$ cat config.mk
export PLATFORM = sky130hd
export DESIGN_NAME = mbox_reader
export DESIGN_NICKNAME = d
export VERILOG_FILES = /design/src/rtl/mbox_pkg.sv /design/src/rtl/mbox_fifo.sv /design/src/rtl/mbox_reader.sv
export SDC_FILE = /design/constraint.sdc
export NUM_CORES = 1
export LEC_CHECK = 0
export CAP_MARGIN = 20
export CELL_PAD_IN_SITES_DETAIL_PLACEMENT = 0
export CELL_PAD_IN_SITES_GLOBAL_PLACEMENT = 1
export CORE_UTILIZATION = 57
export CTS_BUF_LIST = sky130_fd_sc_hd__clkbuf_4
export DETAILED_ROUTE_END_ITERATION = 16
export GPL_TIMING_DRIVEN = 0
export PLACE_DENSITY_LB_ADDON = 0.1
export SYNTH_ARGS = -nofsm -noshare
export SYNTH_HDL_FRONTEND = slang
export SYNTH_SLANG_ARGS = --single-unit
$ cat constraint.sdc
create_clock -name clk -period 5.7 [get_ports clk]
set_input_delay 1.14 -clock clk [delete_from_list [all_inputs] [get_ports clk]]
set_output_delay 1.14 -clock clk [all_outputs]
set_load 0.05 [all_outputs]
$ cat src/rtl/mbox_pkg.sv
// rtl/mbox_pkg.sv - shared mailbox constants, entry type and status helper (MBOX_SENDER_ID_EN)
package mbox_pkg;

  localparam int NHARTS_DEF = 4;
  localparam int DEPTH_DEF  = 4;
  localparam int DW_DEF     = 32;
  localparam int SRC_W      = 2;

  // Status word layout
  localparam int ST_COUNT = 0;
  localparam int ST_FULL  = 4;
  localparam int ST_OVF   = 5;
  localparam int ST_SRC   = 6;
  localparam int ST_W     = 8;

`ifdef MBOX_SENDER_ID_EN
  typedef struct packed {
    logic [SRC_W-1:0]  src;
    logic [DW_DEF-1:0] data;
  } mbox_entry_t;
`else
  typedef struct packed {
    logic [DW_DEF-1:0] data;
  } mbox_entry_t;
`endif

  // Assemble the status word; bits above the defined fields read 0
  function automatic logic [ST_W-1:0] status_word(
    input logic [3:0]       count,
    input logic             full,
    input logic             ovf,
    input logic [SRC_W-1:0] src
  );
    logic [ST_W-1:0] w;
    w                    = '0;
    w[ST_COUNT +: 4]     = count;
    w[ST_FULL]           = full;
    w[ST_OVF]            = ovf;
    w[ST_SRC +: SRC_W]   = src;
    return w;
  endfunction

endpackage

$ cat src/rtl/mbox_fifo.sv
// rtl/mbox_fifo.sv - one mailbox: entry storage, pointers, count and sticky overflow
module mbox_fifo
  import mbox_pkg::*;
#(
  parameter int DEPTH = DEPTH_DEF
) (
  input  logic                       clk,
  input  logic                       Reset,
  input  logic                       push,
  input  mbox_entry_t                push_entry,
  input  logic                       pop,
  input  logic                       clr_ovf,
  output mbox_entry_t                head,
  output logic [$clog2(DEPTH):0]     count,
  output logic                       full,
  output logic                       empty,
  output logic                       ovf
);

  localparam int AW = $clog2(DEPTH);
  localparam int CW = AW + 1;

  mbox_entry_t   mem [DEPTH];
  logic [AW-1:0] wptr;
  logic [AW-1:0] rptr;
  logic [CW-1:0] cnt;
  logic          ovf_q;
  logic          pop_ok;
  logic          push_ok;

  assign full  = (cnt == CW'(DEPTH));
  assign empty = (cnt == '0);
  assign count = cnt;
  assign ovf   = ovf_q;
  assign head  = mem[rptr];

  // A pop frees the slot this cycle, so a full mailbox still accepts a concurrent push
  assign pop_ok  = pop && !empty;
  assign push_ok = push && (!full || pop_ok);

  // Entry storage is deliberately not reset
  always_ff @(posedge clk) begin
    if (push_ok) begin
      mem[wptr] <= push_entry;
    end
  end

  // Pointers, occupancy and sticky overflow; a new overflow beats a same-cycle clear
  always_ff @(posedge clk or posedge Reset) begin
    if (Reset) begin
      wptr  <= '0;
      rptr  <= '0;
      cnt   <= '0;
      ovf_q <= 1'b0;
    end else begin
      if (push_ok) begin
        wptr <= wptr + AW'(1);
      end
      if (pop_ok) begin
        rptr <= rptr + AW'(1);
      end
      case ({push_ok, pop_ok})
        2'b10:   cnt <= cnt + CW'(1);
        2'b01:   cnt <= cnt - CW'(1);
        default: cnt <= cnt;
      endcase
      if (push && !push_ok) begin
        ovf_q <= 1'b1;
      end else if (clr_ovf) begin
        ovf_q <= 1'b0;
      end
    end
  end

endmodule

$ cat src/rtl/mbox_reader.sv
// rtl/mbox_reader.sv - per-hart mailbox receive block serving MEM-stage loads (MBOX_SENDER_ID_EN)
module mbox_reader
  import mbox_pkg::*;
#(
  parameter int NHARTS = NHARTS_DEF,
  parameter int DEPTH  = DEPTH_DEF,
  parameter int DW     = DW_DEF
) (
  input  logic              clk,
  input  logic              Reset,
  input  logic              wr_en,
  input  logic [1:0]        wr_dst,
  input  logic [1:0]        wr_src,
  input  logic [DW-1:0]     wr_data,
  output logic [NHARTS-1:0] mbox_full,
  input  logic              rd_req,
  input  logic [1:0]        rd_hart,
  input  logic              rd_status,
  output logic              rd_stall,
  output logic              rd_valid,
  output logic [DW-1:0]     rd_data,
  output logic [NHARTS-1:0] mbox_nonempty
);

  localparam int CW = $clog2(DEPTH) + 1;

  mbox_entry_t       wr_entry;
  mbox_entry_t       head [NHARTS];
  logic [CW-1:0]     cnt  [NHARTS];
  logic [NHARTS-1:0] full;
  logic [NHARTS-1:0] empty;
  logic [NHARTS-1:0] ovf;
  logic [NHARTS-1:0] push;
  logic [NHARTS-1:0] pop;
  logic [NHARTS-1:0] clr;
  logic              data_load;
  logic              stat_load;
  logic              sel_empty;
  logic [SRC_W-1:0]  st_src;
  logic [ST_W-1:0]   st_word;

  // Pack the incoming store into a mailbox entry
  always_comb begin
    wr_entry      = '0;
    wr_entry.data = wr_data;
`ifdef MBOX_SENDER_ID_EN
    wr_entry.src  = wr_src;
`endif
  end

`ifndef MBOX_SENDER_ID_EN
  logic unused_src;
  assign unused_src = ^wr_src;
`endif

  assign data_load = rd_req && !rd_status;
  assign stat_load = rd_req && rd_status;
  assign sel_empty = empty[rd_hart];

  for (genvar h = 0; h < NHARTS; h++) begin : g_mbox
    assign push[h] = wr_en && (wr_dst == 2'(h));
    assign pop[h]  = data_load && (rd_hart == 2'(h)) && !empty[h];
    assign clr[h]  = stat_load && (rd_hart == 2'(h));

    mbox_fifo #(
      .DEPTH(DEPTH)
    ) u_fifo (
      .clk       (clk),
      .Reset     (Reset),
      .push      (push[h]),
      .push_entry(wr_entry),
      .pop       (pop[h]),
      .clr_ovf   (clr[h]),
      .head      (head[h]),
      .count     (cnt[h]),
      .full      (full[h]),
      .empty     (empty[h]),
      .ovf       (ovf[h])
    );
  end

  assign mbox_full     = full;
  assign mbox_nonempty = ~empty;

  // No bypass: an empty mailbox stalls a data load even if a push lands this cycle
  assign rd_stall = !Reset && data_load && sel_empty;

  // Status word of the requesting hart's mailbox
  always_comb begin
    st_src = '0;
`ifdef MBOX_SENDER_ID_EN
    if (!empty[rd_hart]) begin
      st_src = head[rd_hart].src;
    end
`endif
    st_word = status_word(4'(cnt[rd_hart]), full[rd_hart], ovf[rd_hart], st_src);
  end

  // One-cycle load response; rd_data holds its value between responses
  always_ff @(posedge clk or posedge Reset) begin
    if (Reset) begin
      rd_valid <= 1'b0;
      rd_data  <= '0;
    end else begin
      rd_valid <= stat_load || (data_load && !sel_empty);
      if (stat_load) begin
        rd_data <= DW'(st_word);
      end else if (data_load && !sel_empty) begin
        rd_data <= head[rd_hart].data;
      end
    end
  end

endmodule
==> results of run 1 <==
[report_power, final]
part           internal (W)  total (W)  switching (W)  leakage (nW)
Sequential          0.00503    0.00524       0.000206          5.43
Combinational       0.00157    0.00354        0.00197          2.54
Clock               0.00198    0.00359        0.00161          1.16
[Yosys cell counts, types with 17 or more instances]
library cell | n | area share (%)
nand2_1 | 59 | 0.97
ha_1 | 19 | 1.0
clkbuf_1 | 22 | 0.36
nor2_1 | 18 | 0.30
nand2_2 | 21 | 0.58
inv_1 | 26 | 0.43
dfrtp_1 | 65 | 7.2
buf_2 | 22 | 0.48
mux4_2 | 160 | 16
edfxtp_1 | 512 | 68
and2_1 | 17 | 0.47
nand3_1 | 29 | 0.64
[cells by family after synthesis]
| family | synth area share [%] |
|---|---|
| DFF | 74.8 |
| adders and majority gates | 1.40 |
| xor gates and xnor gates | 0.925 |
| and+or+nand+nor | 3.59 |
| AOI/OAI and AO/OA | 1.12 |
| buffers and inverters | 1.72 |
| muxes | 16.4 |
[cells in the final DEF, fill, tap and decap left out, types with 8 or more instances in the layout]
cell             Yosys  final
edfxtp_1           512    512
clkbuf_4             0    226
mux4_2             160    160
clkdlybuf4s50_1      0     81
dfrtp_1             65     65
nand2_1             59     59
nand3_1             29     29
clkinv_1             0     27
inv_1               26     25
clkbuf_1            22     22
buf_2               22     22
nand2_2             21     21
ha_1                19     19
nor2_1              18     18
and2_2               0     16
buf_12               0     16
xnor2_1             14     14
xor2_1              10     10
o21ai_0              8      8
a31oi_1              8      8
[routing by layer]
| layer | global-route usage (%) | vias to the layer above | part of all wire, % |
|---|---|---|---|
| met5 | 0 | - | 0 |
| met4 | 7.95 | 0 | 1.6 |
| met3 | 6.46 | 78 | 7.9 |
| met2 | 41.3 | 485 | 49 |
| met1 | 37.2 | 6073 | 42 |
| li1 | - | 4958 | - |
[stage by stage]
stage	total power, W	setup WS [ns]	setup TNS (ns)
final	0.0124	1.17	0
after global routing	0.0129	1.05	0
after CTS	0.0125	1.18	0
after detailed placement	0.00891	1.18	0
after global placement	0.00882	-0.295	-0.295
after floorplan	0.00775	1.25	0
[how the worst max path moves through the flow]
stage	start	to
final	rd_req	rd_stall
after global routing	rd_req	rd_stall
after CTS	rd_req	rd_stall
after detailed placement	rd_req	rd_stall
after global placement	Reset	rd_stall
after floorplan	Reset	rd_stall
[flip-flops by register name (all words and copies together), names as in the netlist]
register             flops
rd_data                 32
rd_valid                 1
g_mbox.u_fifo.ovf        4
g_mbox.u_fifo.count     12
g_mbox.u_fifo.rptr       8
g_mbox.u_fifo.wptr       8
g_mbox.u_fifo.mem      512
[critical path: cells and delay by family]
family / cells / cell delay (ns)
buffers and inverters: 3 / 1.88
and+or+nand+nor: 3 / 0.37
[final cells by class]
| type | count | area, sq um |
|---|---|---|
| diodes | 1 | 2.50 |
| plain buffers | 58 | 294 |
| clock buffers | 226 | 1700 |
| clock inverters | 37 | 249 |
| fillers | 2587 | 12500 |
| inverters | 26 | 100 |
| multi-input cells | 420 | 5350 |
| flip-flops and latches | 577 | 17000 |
| well taps | 518 | 648 |
| repair buffers | 98 | 1160 |
==> impl_metrics.ini, run 1 <==
[clock_network]
cts_root_buffer = clkbuf_4
worstSkewPairLatency_ns = 0.81
h-tree-depth = 4
cts_resized = 0
cts-buffers-inserted = 145
holdBufCountCts = 0
clkTransAtPathRegs_ns = 0.06
cts_setup_buffers = 0
cts_num_sinks = 577
cts_tree = done
clockBufferDepth = 3

[placed_design]
postPlaceCellArea_sq_um = 24500
port-buffer-count = 81
place_congestion = 0.776
dp_cells = 1697
dp_hpwl_um = 30900

[floorplan]
die_area_sq_um = 40700
core_region_area_sq_um = 39000
fp.dieH_um = 202
die_w_um = 202
initial_core_util_pct = 58.2
placementRows = 72
io_pins = 85

[sta]
relSlewSlack_pct = 30.3
grt_setup_unrepaired = no
finalSetupViolations = 0
finalMaxSlewViolations = 0
period_minus_slack_ns = 4.53
fin_worst_skew_ns = 0.0364
max_freq_ghz = 0.221
whs_ns = 0.495
finalCritPeriodShare_pct = 79.5
tightest_slew_ns = 1.04
hold_viol = 0

[layout]
design_area_sq_um = 26500
syn_to_final_growth_pct = 16.6
final_core_util_pct = 67.9
final_nets = 1392
drive_gt1_share_pct = 34.0
final_cells = 1961

[global_routing]
grt.overflow.total = 0
grt_first_pass_wirelength_um = 76100
grt_max_degree = 54
antenna_found_initial = 1
grt_pass1_vias = 12180
track_usage_pct = 26.3

[flow_run]
drv_cap = 0

[drt]
wl_per_cell_um = 26.0
routed-via-count = 11594
antenna_left = 0
firstDrtPassIters = 7
drt-vias-per-instance = 5.91
drt_iter0_drc = 1063
drc = 0
routed_wl_um = 51000

[pwr]
cellPowerDensity_nw_per_um2 = 467
p_leak_nw = 9.14
ir_drop_uv = 236

[setup_path]
worst_path_largest_cell_delay_ns = 0.80
cpMostUsedCell = clkdlybuf4s50_1
cp_max_fo = 9
end_kind = output pin
reg2reg_to = rd_data[12]
reg2reg_slack_ns = 2.97
crit_required_ns = 4.56
cp_slowest_cell = clkdlybuf4s50_1
worstPathCellList = clkdlybuf4s50_1 > nor2b_1 > clkbuf_1 > nand2_1 > nor2_1 > clkdlybuf4s50_1
reg2reg_depth = 6
timing.rr.start = g_mbox[1].u_fifo.rptr[1]
crit_arrival_ns = 3.39
cp-start-kind = primary input
critPathKind = in2out

[synthesis]
ys_seq_area_share_pct = 74.8
async_reset_ff_share_pct = 11.3
syn_area_per_cell_sq_um = 21.0
syn_nets = 1147
ys_warn_count = 0
syn-cell-area_sq_um = 22700
synth-seq-cells = 577
synthDistinctLibCells = 42
synth_edf_count = 512
synth_ff_type = edfxtp_1
syn_inst = 1081

[min_path]
holdPathEnd = rd_data[21]
hold_path_startpoint = rd_data[21]
hp-class = reg2reg
holdPathStages = 2

[run_status]
outcome = finished, final reports clean
No activity file was read; power rests on OpenSTA's default activity.
==> run 2, diff against run 1 <==
CORE_UTILIZATION = 50   (was 57)
clock period = 3.85 ns   (was 5.7 ns; I/O delays follow)
==> impl_metrics.ini, run 2 (synthesized netlist as in run 1, its figures left out) <==
[sta]
hold_viol = 0
grt_setup_unrepaired = no
totalNegativeSetupSlack_ns = 0
finalMaxSlewViolations = 0
max_freq_ghz = 0.276
finalCritPeriodShare_pct = 93.9
period_minus_slack_ns = 3.62
tightest_slew_ns = 1.07
fin_worst_skew_ns = 0.0413
relSlewSlack_pct = 28.9
finalSetupViolations = 0

[global_routing]
antenna_found_initial = 3
grt_pass1_vias = 11980
grt_first_pass_wirelength_um = 77400
grt.overflow.total = 0
grt_max_degree = 53
track_usage_pct = 23.6

[floorplan]
initial_core_util_pct = 51.0
die_w_um = 215
placementRows = 77
fp.dieH_um = 215
core_region_area_sq_um = 44500
io_pins = 85
die_area_sq_um = 46300

[drt]
wl_met3_um = 3020
antenna_left = 0
firstDrtPassIters = 5
met1_length_um = 23400
routed-via-count = 11419
wl_met2_um = 24400
drt_iter0_drc = 888
drt-vias-per-instance = 5.63
wl_per_cell_um = 25.4
drc = 0
routed_wl_um = 51600
highest_layer = met5

[setup_path]
cp_slowest_cell = mux4_2
worst-path-buf-inv = 1
cp-start-kind = flop
worst_path_largest_cell_delay_ns = 0.55
crit_arrival_ns = 2.85
crit_required_ns = 3.08
worstPathCellList = or3_4 > mux4_2 > nor2_1 > buf_2
end_kind = output pin
cp_max_fo = 8
critPathKind = reg2out
cp_top_family = simple AND/OR/NAND/NOR gates

[pwr]
switching_power_w = 0.00562
intPower_w = 0.0128
ir_drop_uv = 389
p_sw_share_pct = 30.6
p_seq_share_pct = 42.2
clkPwrFrac_pct = 29.3
p_leak_nw = 9.15
cellPowerDensity_nw_per_um2 = 692
totalPowerFinal_w = 0.0184
power_frac_comb_pct = 28.5

[clock_network]
h-tree-depth = 4
clkTransAtPathRegs_ns = 0.06
cts_tree = done
worstSkewPairLatency_ns = 0.98
cts-buffers-inserted = 149
cts_root_buffer = clkbuf_4
cts_num_sinks = 577
cts_setup_buffers = 0
clockBufferDepth = 3

[placed_design]
postPlaceCellArea_sq_um = 24600
dp_hpwl_um = 31700
place_congestion = 0.769
port-buffer-count = 81

[run_status]
outcome = finished, final reports clean

[layout]
drive_gt1_share_pct = 34.8
largest_register_ffs = 512
final_nets = 1396
design_area_sq_um = 26600
syn_to_final_growth_pct = 17.0
fillCellCount = 3371
final_common_cell = edfxtp_1
mostFrequentLayoutCells = edfxtp_1, clkbuf_4, mux4_2, clkdlybuf4s50_1, dfrtp_1
final_core_util_pct = 59.7
top_register = g_mbox.u_fifo.mem

[min_path]
hp-class = in2async

[flow_run]
drv_cap = 0
==> run 2: cell count changes in the layout (fill, tap and decap cells not counted) <==
| cell | previous run | this run |
|---|---|---|
| diode_2 | 1 | 3 |
| nor3b_2 | 0 | 2 |
| buf_2 | 22 | 23 |
| clkbuf_4 | 226 | 227 |
| nor3b_1 | 4 | 2 |
| clkinv_1 | 27 | 13 |
| clkinv_4 | 1 | 0 |
| bufinv_16 | 4 | 5 |
| clkinv_2 | 0 | 3 |
| clkdlybuf4s50_1 | 81 | 80 |
==> run 2: power groups by stage <==
stage                     clock network (W)  logic, W  registers, W
after floorplan                           0   0.00314       0.00833
after CTS                           0.00554   0.00533       0.00776
after detailed placement                  0   0.00531       0.00788
final                               0.00539   0.00524       0.00776
after global routing                0.00588   0.00562       0.00782
after global placement                    0   0.00520       0.00789
==> run 2: what timing repair did <==
| action | CTS | global route |
|---|---|---|
| hold buffers | 0 | 0 |
| setup endpoints to repair | 3 | 0 |
| resized for setup | 7 | 0 |
==> run 2: cell type report <==
class	count	area, sq um	share of cell area (%)
antenna	3	7.51	0.0282
timing repair buffer	98	1150	4.34
multi-input combinational	420	5360	20.1
buffer	58	294	1.11
sequential	577	17000	63.9
tap	592	741	2.79
clock buffer	227	1700	6.41
inverter	26	100	0.376
clock inverter	26	233	0.875
==> run 2: stage by stage <==
step           setup WS [ns]  hold slack, ns  cells
2_1_floorplan          0.136           0.464   1081
3_3_place_gp           -1.53           0.479   1754
3_5_place_dp         -0.0657           0.484   1771
4_1_cts               0.0965          0.0116   2024
5_1_grt               0.0563          0.0519   2025
6_report               0.233          0.0997   2027
==> run 2: path summary, 6_finish.rpt <==
check	startpoint	to	cells after the start	slack (ns)
max	g_mbox[2].u_fifo.count[0]	rd_stall	4	0.23
min in group clk	rd_hart[0]	g_mbox[2].u_fifo.ovf	3	0.46
min reg2reg	rd_data[10]	rd_data[10]	2	0.49
max reg2reg	g_mbox[3].u_fifo.rptr[1]	rd_data[5]	7	1.07
max in group asynchronous	Reset	rd_data[27]	3	3.14
min	Reset	rd_data[9]	2	0.1
==> run 2: worst register-to-register path, stage by stage, from the launching register on <==
cell and delay, ns:
dfrtp_1 0.32, clkbuf_1 0.43, buf_1 0.74, mux4_2 0.42
mux2i_1 0.34, nor2_1 0.08, a221oi_1 0.22, o21ai_0 0.11
==> run 2: routing by layer <==
layer	vias to the layer above	GRT usage, %
met5	-	0
met2	336	35.0
li1	4970	-
met1	6050	33.9
met4	4	7.57
met3	59	7.06
